[src/rtl/reg_arb_pkg.sv]
// -----------------------------------------------------------------------------
// reg_arb_pkg
// Shared definitions for the register write arbiter:
//   - DEF_N / DEF_W : default requester count and data width
//   - arb_state_t   : arbiter state encoding (IDLE=0, WRITE=1, ACK=2)
//   - ptr_width()   : width of the round-robin pointer / grant index
// -----------------------------------------------------------------------------
package reg_arb_pkg;

    localparam int DEF_N = 4;
    localparam int DEF_W = 16;

    typedef enum logic [1:0] {
        IDLE  = 2'd0,
        WRITE = 2'd1,
        ACK   = 2'd2
    } arb_state_t;

    // Index width for N requesters; never below one bit so the pointer
    // register always exists.
    function automatic int ptr_width(input int n);
        return (n < 2) ? 1 : $clog2(n);
    endfunction

endpackage

[src/rtl/reg16_sr.sv]
// -----------------------------------------------------------------------------
// reg16_sr
// W-bit load-enabled storage register with synchronous active-high reset.
// Reset takes priority over load.
// Ports:
//   CLK   in  1  clock
//   reset in  1  synchronous reset, clears the register to 0
//   load  in  1  capture 'in' on the rising edge
//   in    in  W  data to store
//   out   out W  stored value
// -----------------------------------------------------------------------------
module reg16_sr #(
    parameter int W = 16
) (
    input  logic         CLK,
    input  logic         reset,
    input  logic         load,
    input  logic [W-1:0] in,
    output logic [W-1:0] out
);

    logic [W-1:0] q_reg;

    always_ff @(posedge CLK) begin
        if (reset) begin
            q_reg <= '0;
        end else if (load) begin
            q_reg <= in;
        end
    end

    assign out = q_reg;

endmodule

[src/rtl/reg_write_arbiter.sv]
// -----------------------------------------------------------------------------
// reg_write_arbiter
// Round-robin request/acknowledge arbiter that serialises writes from N
// producers into one shared load-enabled register (reg16_sr).
// Each transaction takes three cycles: IDLE (select + latch data),
// WRITE (register loads), ACK (one-cycle ack pulse, pointer advances).
//
// Ports:
//   CLK    in  1    clock, all state changes on the rising edge
//   reset  in  1    synchronous active-high reset
//   req    in  N    per-requester write request, held until ack
//   wdata  in  N*W  flattened write data, requester i at [i*W +: W]
//   lock   in  N    (only with REG_WRITE_ARB_LOCK_EN) keep ownership
//   out    out W    current stored value
//   grant  out N    one-hot owner during WRITE/ACK, zero in IDLE
//   ack    out N    one-cycle completion pulse to the owner
//   busy   out 1    high whenever not IDLE
//
// Build option: define REG_WRITE_ARB_LOCK_EN to add the 'lock' input. When
// the owner holds lock during ACK the pointer is frozen and only the owner's
// request is considered until it releases lock; round-robin then resumes
// just after the owner.
// -----------------------------------------------------------------------------
module reg_write_arbiter
    import reg_arb_pkg::*;
#(
    parameter int N = DEF_N,
    parameter int W = DEF_W
) (
    input  logic [0:0]     CLK,
    input  logic           reset,
    input  logic [N-1:0]   req,
    input  logic [N*W-1:0] wdata,
`ifdef REG_WRITE_ARB_LOCK_EN
    input  logic [N-1:0]   lock,
`endif
    output logic [W-1:0]   out,
    output logic [N-1:0]   grant,
    output logic [N-1:0]   ack,
    output logic           busy
);

    localparam int PW = ptr_width(N);

    arb_state_t    state_reg, state_next;
    logic [PW-1:0] ptr_reg, ptr_next;
    logic [PW-1:0] gnt_idx_reg, gnt_idx_next;
    logic [W-1:0]  wdata_q_reg, wdata_q_next;
    logic          load;

    logic [N-1:0]   gnt_dec;       // one-hot of gnt_idx_reg
    logic [PW-1:0]  gnt_inc;       // (gnt_idx_reg + 1) mod N
    logic [N-1:0]   eff_req;       // requests eligible for this search
    logic [PW-1:0]  search_start;  // first index examined by the search
    logic [2*N-1:0] req_dbl;
    logic [N-1:0]   rot_req;       // eff_req rotated so search_start is bit 0
    logic           found;
    logic [PW-1:0]  sel_idx;

`ifdef REG_WRITE_ARB_LOCK_EN
    logic lock_flag_reg, lock_flag_next;
    logic owner_lock;
    assign owner_lock = lock[gnt_idx_reg];
`endif

    // ---------------------------------------------------------------
    // Grant index decode and wrap-around increment
    // ---------------------------------------------------------------
    generate
        for (genvar gi = 0; gi < N; gi++) begin : g_dec
            assign gnt_dec[gi] = (gnt_idx_reg == PW'(gi));
        end
    endgenerate

    always_comb begin
        gnt_inc = (int'(gnt_idx_reg) == N - 1) ? '0 : gnt_idx_reg + 1'b1;
    end

    // ---------------------------------------------------------------
    // Request masking / search origin (lock ownership narrows the field)
    // ---------------------------------------------------------------
    always_comb begin
        eff_req      = req;
        search_start = ptr_reg;
`ifdef REG_WRITE_ARB_LOCK_EN
        if (lock_flag_reg) begin
            if (owner_lock) begin
                eff_req = req & gnt_dec;
            end else begin
                // Lock released this cycle: resume just after the owner.
                search_start = gnt_inc;
            end
        end
`endif
    end

    // ---------------------------------------------------------------
    // Round-robin search: rotate so the start index lands at bit 0, take
    // the lowest set bit, then map it back to an absolute index.
    // ---------------------------------------------------------------
    always_comb begin
        req_dbl = {eff_req, eff_req} >> search_start;
        rot_req = req_dbl[N-1:0];
        found   = 1'b0;
        sel_idx = '0;
        for (int k = 0; k < N; k++) begin
            if (!found && rot_req[k]) begin
                found   = 1'b1;
                sel_idx = PW'((int'(search_start) + k) % N);
            end
        end
    end

    // ---------------------------------------------------------------
    // Next-state logic
    // ---------------------------------------------------------------
    always_comb begin
        state_next   = state_reg;
        ptr_next     = ptr_reg;
        gnt_idx_next = gnt_idx_reg;
        wdata_q_next = wdata_q_reg;
        load         = 1'b0;
`ifdef REG_WRITE_ARB_LOCK_EN
        lock_flag_next = lock_flag_reg;
`endif
        case (state_reg)
            IDLE: begin
`ifdef REG_WRITE_ARB_LOCK_EN
                if (lock_flag_reg && !owner_lock) begin
                    lock_flag_next = 1'b0;
                    ptr_next       = gnt_inc;
                end
`endif
                if (found) begin
                    gnt_idx_next = sel_idx;
                    wdata_q_next = wdata[int'(sel_idx)*W +: W];
                    state_next   = WRITE;
                end
            end
            WRITE: begin
                load       = 1'b1;
                state_next = ACK;
            end
            ACK: begin
                state_next = IDLE;
`ifdef REG_WRITE_ARB_LOCK_EN
                if (owner_lock) begin
                    lock_flag_next = 1'b1;
                end else begin
                    lock_flag_next = 1'b0;
                    ptr_next       = gnt_inc;
                end
`else
                ptr_next = gnt_inc;
`endif
            end
            default: begin
                state_next = IDLE;
            end
        endcase
    end

    // ---------------------------------------------------------------
    // State registers
    // ---------------------------------------------------------------
    always_ff @(posedge CLK) begin
        if (reset) begin
            state_reg   <= IDLE;
            ptr_reg     <= '0;
            gnt_idx_reg <= '0;
            wdata_q_reg <= '0;
        end else begin
            state_reg   <= state_next;
            ptr_reg     <= ptr_next;
            gnt_idx_reg <= gnt_idx_next;
            wdata_q_reg <= wdata_q_next;
        end
    end

`ifdef REG_WRITE_ARB_LOCK_EN
    always_ff @(posedge CLK) begin
        if (reset) begin
            lock_flag_reg <= 1'b0;
        end else begin
            lock_flag_reg <= lock_flag_next;
        end
    end
`endif

    // ---------------------------------------------------------------
    // Outputs decoded from registered state only
    // ---------------------------------------------------------------
    assign busy  = (state_reg != IDLE);
    assign grant = busy ? gnt_dec : '0;
    assign ack   = (state_reg == ACK) ? gnt_dec : '0;

    reg16_sr #(
        .W(W)
    ) u_reg (
        .CLK  (CLK[0]),
        .reset(reset),
        .load (load),
        .in   (wdata_q_reg),
        .out  (out)
    );

endmodule
[config.mk]
export PLATFORM = sky130hd
export DESIGN_NAME = reg_write_arbiter
export DESIGN_NICKNAME = d
export VERILOG_FILES = /design/src/rtl/reg_arb_pkg.sv /design/src/rtl/reg16_sr.sv /design/src/rtl/reg_write_arbiter.sv
export SDC_FILE = /design/constraint.sdc
export NUM_CORES = 1
export LEC_CHECK = 0
export ABC_CLOCK_PERIOD_IN_PS = 2450
export CAP_MARGIN = 20
export CORE_ASPECT_RATIO = 0.9
export CORE_MARGIN = 4
export CORE_UTILIZATION = 35
export DETAILED_ROUTE_END_ITERATION = 8
export PLACE_DENSITY = 0.71
export SETUP_SLACK_MARGIN = 0.02
export SYNTH_ARGS = -nofsm -noshare
export SYNTH_HDL_FRONTEND = slang
export SYNTH_SLANG_ARGS = --single-unit
[constraint.sdc]
create_clock -name CLK -period 2.45 [get_ports CLK]
set_clock_uncertainty 0.2 [all_clocks]
set_input_delay 0.49 -clock CLK [delete_from_list [all_inputs] [get_ports CLK]]
set_output_delay 0.49 -clock CLK [all_outputs]
set_load 0.02 [all_outputs]
==> qor.yml, run 1 <==
finalInstanceArea_um2: 3150
clock_tree_from_tritoncts: "done"
fin_setup_tns_ps: 0
slowest_stage: "sky130_fd_sc_hd__or4b_4"
place_area_um2: 3030
asyncSetResetFlopFracSynth: 0
run_status: "finished clean"
routed_wire_length_per_instance_um: 14.6
start_util: 0.364
cp.required_ps: 2410
synth_edf_count: 0
route.vias.total: 1896
cts.root.buffer_cell: "sky130_fd_sc_hd__clkbuf_8"
synthDominantCellAreaShare: 0.393
synth_ff_type: "sky130_fd_sc_hd__dfxtp_1"
pin_count: 95
route.final.wire_length_um: 5700
clock_sinks: 38
io_buffers: 94
firstDrtPassIters: 4
grt_max_degree: 18
routed-wl-met2_um: 2850
hold_viol: 0
post-synth-top-area-cell: "sky130_fd_sc_hd__dfxtp_1"
ys_types: 29
clk_path_buf_depth: 2
max_freq_mhz: 421
tightest_slew_ps: 689
worst-endpoint-arrival_ps: 2330
ys_ff_latch: 38
grt_antenna_before_repair: 0
rsz0062_at_grt: "yes"
remaining_drc_errors: 0
min_path_type: "reg -> reg"
fp.coreArea_um2: 5320
num_antenna_cells: 0
layout-drive-gt1-share: 0.114
cp_capture_type: "flop"
nets: 398
floorplan.die_area_um2: 6790
tritoncts.num_buffers: 5
grt_overflow_total: 0
net_count_after_synthesis: 291
place.gp.congestion: 0.739
maxCapViolations: 0
synth.avg_cell_area_um2: 8.93
crit_path_max_fanout: 8
final-setup-viol-count: 0
layout_worst_path_cycle_share: 0.969
place_hpwl_um: 4180
areaGrowthSynthToFinish_pct: 62.7
cp_cell_sequence: "clkdlybuf4s50_1 > nor2b_1 > or4b_4 > and2_2 > mux2i_1 > o221ai_1"
die_height_um: 78.6
synth.area.top_cells: "sky130_fd_sc_hd__dfxtp_1, sky130_fd_sc_hd__mux2i_1, sky130_fd_sc_hd__nand2_1"
highest_layer: "met4"
drt-initial-drc-count: 43
synthCells: 217
cts.htree.levels: 2
fp.dieW_um: 86.4
grtUsageTotal: 0.165
synth-seq-area-share: 0.393
fp-row-count: 25
netlist_area_um2: 1940
final.setup.worst_slack_ps: 76.9
clk_pin_slew_ps: 80
final_period_minus_worst_setup_slack_ps: 2370
m1WireLength_um: 2430
critical_path_class: "in -> reg"
worst_ir_drop_vdd_uv: 274
insertion_delay_ps: 280
timing_max_transition_violations_final: 0
dp_slack_ps: -298
worstSetupStartpointType: "primary input"
viasPerCell: 4.84
p_per_area_nw_per_um2: 510
grt_pass1_wl_um: 8890
worst_path_largest_cell_delay_ps: 560
pleak_nw: 1.34
timing.slew.headroom: 0.541
first_global_vias: 1836
detail-route-antenna-nets: 0
routed_wire_length_on_met3_um: 383
synth.yosys.warnings: 0
[critical path, delay by kind of cell]
| family | cells | cell delay (ps) |
|---|---|---|
| AO/OA/AOI/OAI | 1 | 140 |
| buffers and inverters | 1 | 460 |
| multiplexers | 1 | 180 |
| AND/OR/NAND/NOR | 3 | 1060 |
[cell usage after synthesis (all sizes together), types with 4 or more instances]
cell and number:
clkbuf 11, and2 5, a21oi 18, o221ai 15, nand2 50, mux2i 33
dfxtp 38, inv 4, nor2b 10, buf 4, ha 4, nor2 9
[path summary, 6_finish.rpt]
check / startpoint / end / slack [ps] / depth (start not counted)
setup / recovery: req[0] / wdata_q_reg[12] / 80 / 6
hold / removal: u_reg.out[1] / u_reg.out[1] / 260 / 2
setup reg to reg: state_reg[1] / wdata_q_reg[14] / 440 / 6
hold reg to reg: u_reg.out[1] / u_reg.out[1] / 260 / 2
[metal layers]
layer | vias up | track usage
met5 | - | 0
met4 | 0 | 0.0421
li1 | 971 | -
met3 | 5 | 0.0409
met2 | 57 | 0.287
met1 | 863 | 0.203
[metrics by stage]
stage          instances   util  hold slack, ps  total power, mW
4_1_cts              391  0.589             256             1.62
5_1_grt              392  0.593             274             1.69
3_5_place_dp         382  0.570             243             1.17
3_3_place_gp         382  0.570             237             1.16
6_report             392  0.593             255             1.61
2_1_floorplan        217      -             226            0.947
[cell type report]
class,instances,area [um^2]
sequential,38,761
inverter,4,15.0
multi-input combinational,162,1090
timing repair buffer,113,1100
tap,67,83.8
clock inverter,2,12.5
fill,490,2170
clock buffer,6,82.6
[power breakdown]
| group | switching, mW | total [mW] | internal [mW] |
|---|---|---|---|
| registers | 0.0322 | 0.705 | 0.673 |
| clock network | 0.219 | 0.445 | 0.226 |
| logic | 0.196 | 0.456 | 0.261 |
| total | 0.447 | 1.61 | 1.16 |
[cells by family after synthesis]
logic type | synth area share
adder cells (fa/ha/maj) | 0.0258
buffers and inverters | 0.0523
flip-flops | 0.393
multiplexers | 0.183
AND/OR/NAND/NOR | 0.182
AO/OA/AOI/OAI | 0.164
[layout by cell type, fill, tap and decap left out, types with 2 or more instances in the layout]
master | Yosys | final
sky130_fd_sc_hd__ha_1 | 4 | 4
sky130_fd_sc_hd__clkdlybuf4s50_1 | 0 | 91
sky130_fd_sc_hd__o221ai_1 | 14 | 14
sky130_fd_sc_hd__mux2i_1 | 32 | 32
sky130_fd_sc_hd__clkbuf_8 | 0 | 6
sky130_fd_sc_hd__o211ai_1 | 2 | 2
sky130_fd_sc_hd__and2_1 | 4 | 4
sky130_fd_sc_hd__nand2_1 | 50 | 50
sky130_fd_sc_hd__o21ai_0 | 2 | 2
sky130_fd_sc_hd__dfxtp_1 | 38 | 38
sky130_fd_sc_hd__inv_1 | 4 | 4
sky130_fd_sc_hd__dlymetal6s2s_1 | 0 | 3
sky130_fd_sc_hd__and2_4 | 1 | 2
sky130_fd_sc_hd__nor2_1 | 8 | 8
sky130_fd_sc_hd__nor2b_1 | 10 | 9
sky130_fd_sc_hd__a21oi_1 | 18 | 18
sky130_fd_sc_hd__buf_4 | 0 | 18
[what timing repair did]
item	in CTS	in global routing
endpoints found under the setup margin	1	19
pin swaps	0	0
gates cloned	1	1
hold buffers	0	0
gates resized for setup	0	6
hold endpoints to repair	0	0
setup buffers	0	0
Note: power is estimated with default switching activity, not from simulation.
==> run 2, diff against run 1 <==
--- a/config.mk
+++ b/config.mk
@@ -5,13 +5,13 @@
 export SDC_FILE = /design/constraint.sdc
 export NUM_CORES = 1
 export LEC_CHECK = 0
-export ABC_CLOCK_PERIOD_IN_PS = 2450
+export ABC_CLOCK_PERIOD_IN_PS = 2000
 export CAP_MARGIN = 20
 export CORE_ASPECT_RATIO = 0.9
 export CORE_MARGIN = 4
 export CORE_UTILIZATION = 35
 export DETAILED_ROUTE_END_ITERATION = 8
-export PLACE_DENSITY = 0.71
+export PLACE_DENSITY = 0.74
 export SETUP_SLACK_MARGIN = 0.02
 export SYNTH_ARGS = -nofsm -noshare
 export SYNTH_HDL_FRONTEND = slang
==> constraint.sdc (replaced) <==
create_clock -name CLK -period 2 [get_ports CLK]
set_clock_uncertainty 0.2 [all_clocks]
set_input_delay 0.4 -clock CLK [delete_from_list [all_inputs] [get_ports CLK]]
set_output_delay 0.4 -clock CLK [all_outputs]
set_load 0.02 [all_outputs]
==> qor.yml, run 2 (synthesized netlist as in run 1, its figures left out) <==
run_status: "finished clean"  # unchanged
clock_tree_from_tritoncts: "done"  # unchanged
rsz0062_at_grt: "yes"  # unchanged
grt_pass1_wl_um: 9160  # was 8890 um
fp-row-count: 25  # unchanged
fp.coreArea_um2: 5320  # unchanged
route.final.wire_length_um: 5870  # was 5700 um
grt_antenna_before_repair: 0  # unchanged
layout-drive-gt1-share: 0.177  # was 0.114
ctsHoldBuffers: 0  # unchanged
tritoncts.num_buffers: 5  # unchanged
power.switching_mw: 0.557  # was 0.447 mW
num_antenna_cells: 0  # unchanged
clk_pin_slew_ps: 70  # was 80 ps
hold_ws_ps: 252  # was 255 ps
share_seq_of_total_power: 0.389  # was 0.439
hold_viol: 0  # unchanged
critical_path_class: "in -> reg"  # unchanged
grt_max_degree: 18  # unchanged
clk_path_buf_depth: 2  # unchanged
setup_fix_bufs_post_cts: 0  # unchanged
worst_ir_drop_vdd_uv: 445  # was 274 uV
first_global_vias: 1987  # was 1836
tightest_slew_ps: 637  # was 689 ps
reg2reg_slack_ps: 140  # was 440 ps
place.gp.congestion: 0.756  # was 0.739
place_hpwl_um: 4320  # was 4180 um
clock_power_share: 0.356  # was 0.277
remaining_drc_errors: 0  # unchanged
clock_sinks: 38  # unchanged
finalInstanceArea_um2: 3230  # was 3150 um^2
worst-endpoint-arrival_ps: 1880  # was 2330 ps
fillers: 504  # was 490
route.vias.total: 1946  # was 1896
nets: 400  # was 398
worst_path_largest_cell_delay_ps: 590  # was 560 ps
floorplan.die_area_um2: 6790  # unchanged
drt-initial-drc-count: 46  # was 43
layout_commonest_cell: "sky130_fd_sc_hd__clkdlybuf4s50_1"  # unchanged
cp_cell_sequence: "dlygate4sd2_1 > nor2_2 > or4b_4 > and2_4 > mux2i_1 > o221ai_1"  # was clkdlybuf4s50_1 > nor2b_1 > or4b_4 > and2_2 > mux2i_1 > o221ai_1
areaGrowthSynthToFinish_pct: 66.6  # was 62.7%
final_period_minus_worst_setup_slack_ps: 1910
start_util: 0.364  # unchanged
place_area_um2: 3050  # was 3030 um^2
grt_overflow_total: 0  # unchanged
max_freq_mhz: 523
cts.root.buffer_cell: "sky130_fd_sc_hd__clkbuf_8"  # unchanged
insertion_delay_ps: 290  # was 280 ps
grtUsageTotal: 0.172  # was 0.165
maxCapViolations: 0  # unchanged
pleak_nw: 1.37  # was 1.34 nW
crit_path_max_fanout: 8  # unchanged
worstSetupStartpointType: "primary input"  # unchanged
die_height_um: 78.6  # unchanged
critical-path-top-delay-family: "simple AND/OR/NAND/NOR gates"  # unchanged
final-setup-viol-count: 0  # unchanged
layout.cells.most_common_list: "sky130_fd_sc_hd__clkdlybuf4s50_1, sky130_fd_sc_hd__nand2_1, sky130_fd_sc_hd__dfxtp_1"  # unchanged
min_path_type: "reg -> reg"  # unchanged
io_buffers: 94  # unchanged
cp.required_ps: 1960  # was 2410 ps
timing_max_transition_violations_final: 0  # unchanged
viasPerCell: 4.94  # was 4.84
firstDrtPassIters: 4  # unchanged
fp.dieW_um: 86.4  # unchanged
slowest_stage: "sky130_fd_sc_hd__or4b_4"  # unchanged
power.share.combinational: 0.255  # was 0.284
layout_worst_path_cycle_share: 0.955
switching_share: 0.249  # was 0.278
p_per_area_nw_per_um2: 693  # was 510 nW/um^2
pin_count: 95  # unchanged
detail-route-antenna-nets: 0  # unchanged
cp_capture_type: "flop"  # unchanged
timing.slew.headroom: 0.576  # was 0.541
internal-power_mw: 1.68  # was 1.16 mW
routed_wire_length_per_instance_um: 14.9  # was 14.6 um
cts.htree.levels: 2  # unchanged
critical_path.n_buffers_inverters: 1  # unchanged
## run 2: cell types whose count changed in the layout (fill, tap and decap cells not counted), sizes merged, moves of 2 or more
cell | before | now
clkdlybuf4s50 | 91 | 81
bufinv | 0 | 2
dlymetal6s2s | 3 | 0
clkbuf | 6 | 13
clkdlybuf4s15 | 0 | 2
dlygate4sd2 | 0 | 4
## run 2: power groups by stage
stage	clock network (mW)	logic (mW)	registers (mW)
floorplan	0	0.275	0.890
global placement	0	0.547	0.880
detailed placement	0	0.555	0.880
CTS	0.809	0.567	0.868
global route	0.844	0.617	0.880
finish	0.797	0.571	0.869
## run 2: layout make-up
cell class              count  area [um^2]  share of cell area
inverters                   4         15.0             0.00465
flip-flops and latches     38          764               0.237
clock inverters             2         60.1              0.0186
well taps                  67         83.8              0.0260
repair buffers            114         1060               0.330
multi-input cells         163         1160               0.358
clock buffers               6         82.6              0.0256
## run 2: worst register-to-register path, stage by stage, from the launching register on
cell	delay (ps)
sky130_fd_sc_hd__dfxtp_1	440
sky130_fd_sc_hd__or4b_4	550
sky130_fd_sc_hd__and2_4	240
sky130_fd_sc_hd__mux2i_1	180
sky130_fd_sc_hd__o221ai_1	140
## run 2: per-layer routing
| layer | GRT usage | share of wire |
|---|---|---|
| met5 | 0 | 0 |
| met4 | 0.0405 | 0.0039 |
| met3 | 0.0462 | 0.065 |
| met2 | 0.315 | 0.53 |
| met1 | 0.195 | 0.40 |
## run 2: per-stage QoR
step	worst slack (ps)	cells	util	total power, mW	setup TNS [ps]
2_1_floorplan	-12.2	217	-	1.17	-88.3
3_3_place_gp	-622	383	0.573	1.43	-10350
3_5_place_dp	-672	383	0.573	1.44	-11020
4_1_cts	16.0	393	0.607	2.24	0
5_1_grt	18.7	394	0.607	2.34	0
6_report	89.3	394	0.607	2.24	0
## run 2: path summary, 6_finish.rpt
| kind | end | startpoint | cells after the start |
|---|---|---|---|
| setup / recovery | wdata_q_reg[8] | req[1] | 6 |
| hold / removal | u_reg.out[6] | u_reg.out[6] | 2 |
| setup reg to reg | wdata_q_reg[8] | ptr_reg[1] | 4 |
| hold reg to reg | u_reg.out[6] | u_reg.out[6] | 2 |
## run 2: what timing repair did
| item | CTS | global route |
|---|---|---|
| resized for setup | 29 | 19 |
| pin swaps | 1 | 3 |
| cloned | 2 | 1 |
| setup endpoints to repair | 26 | 24 |
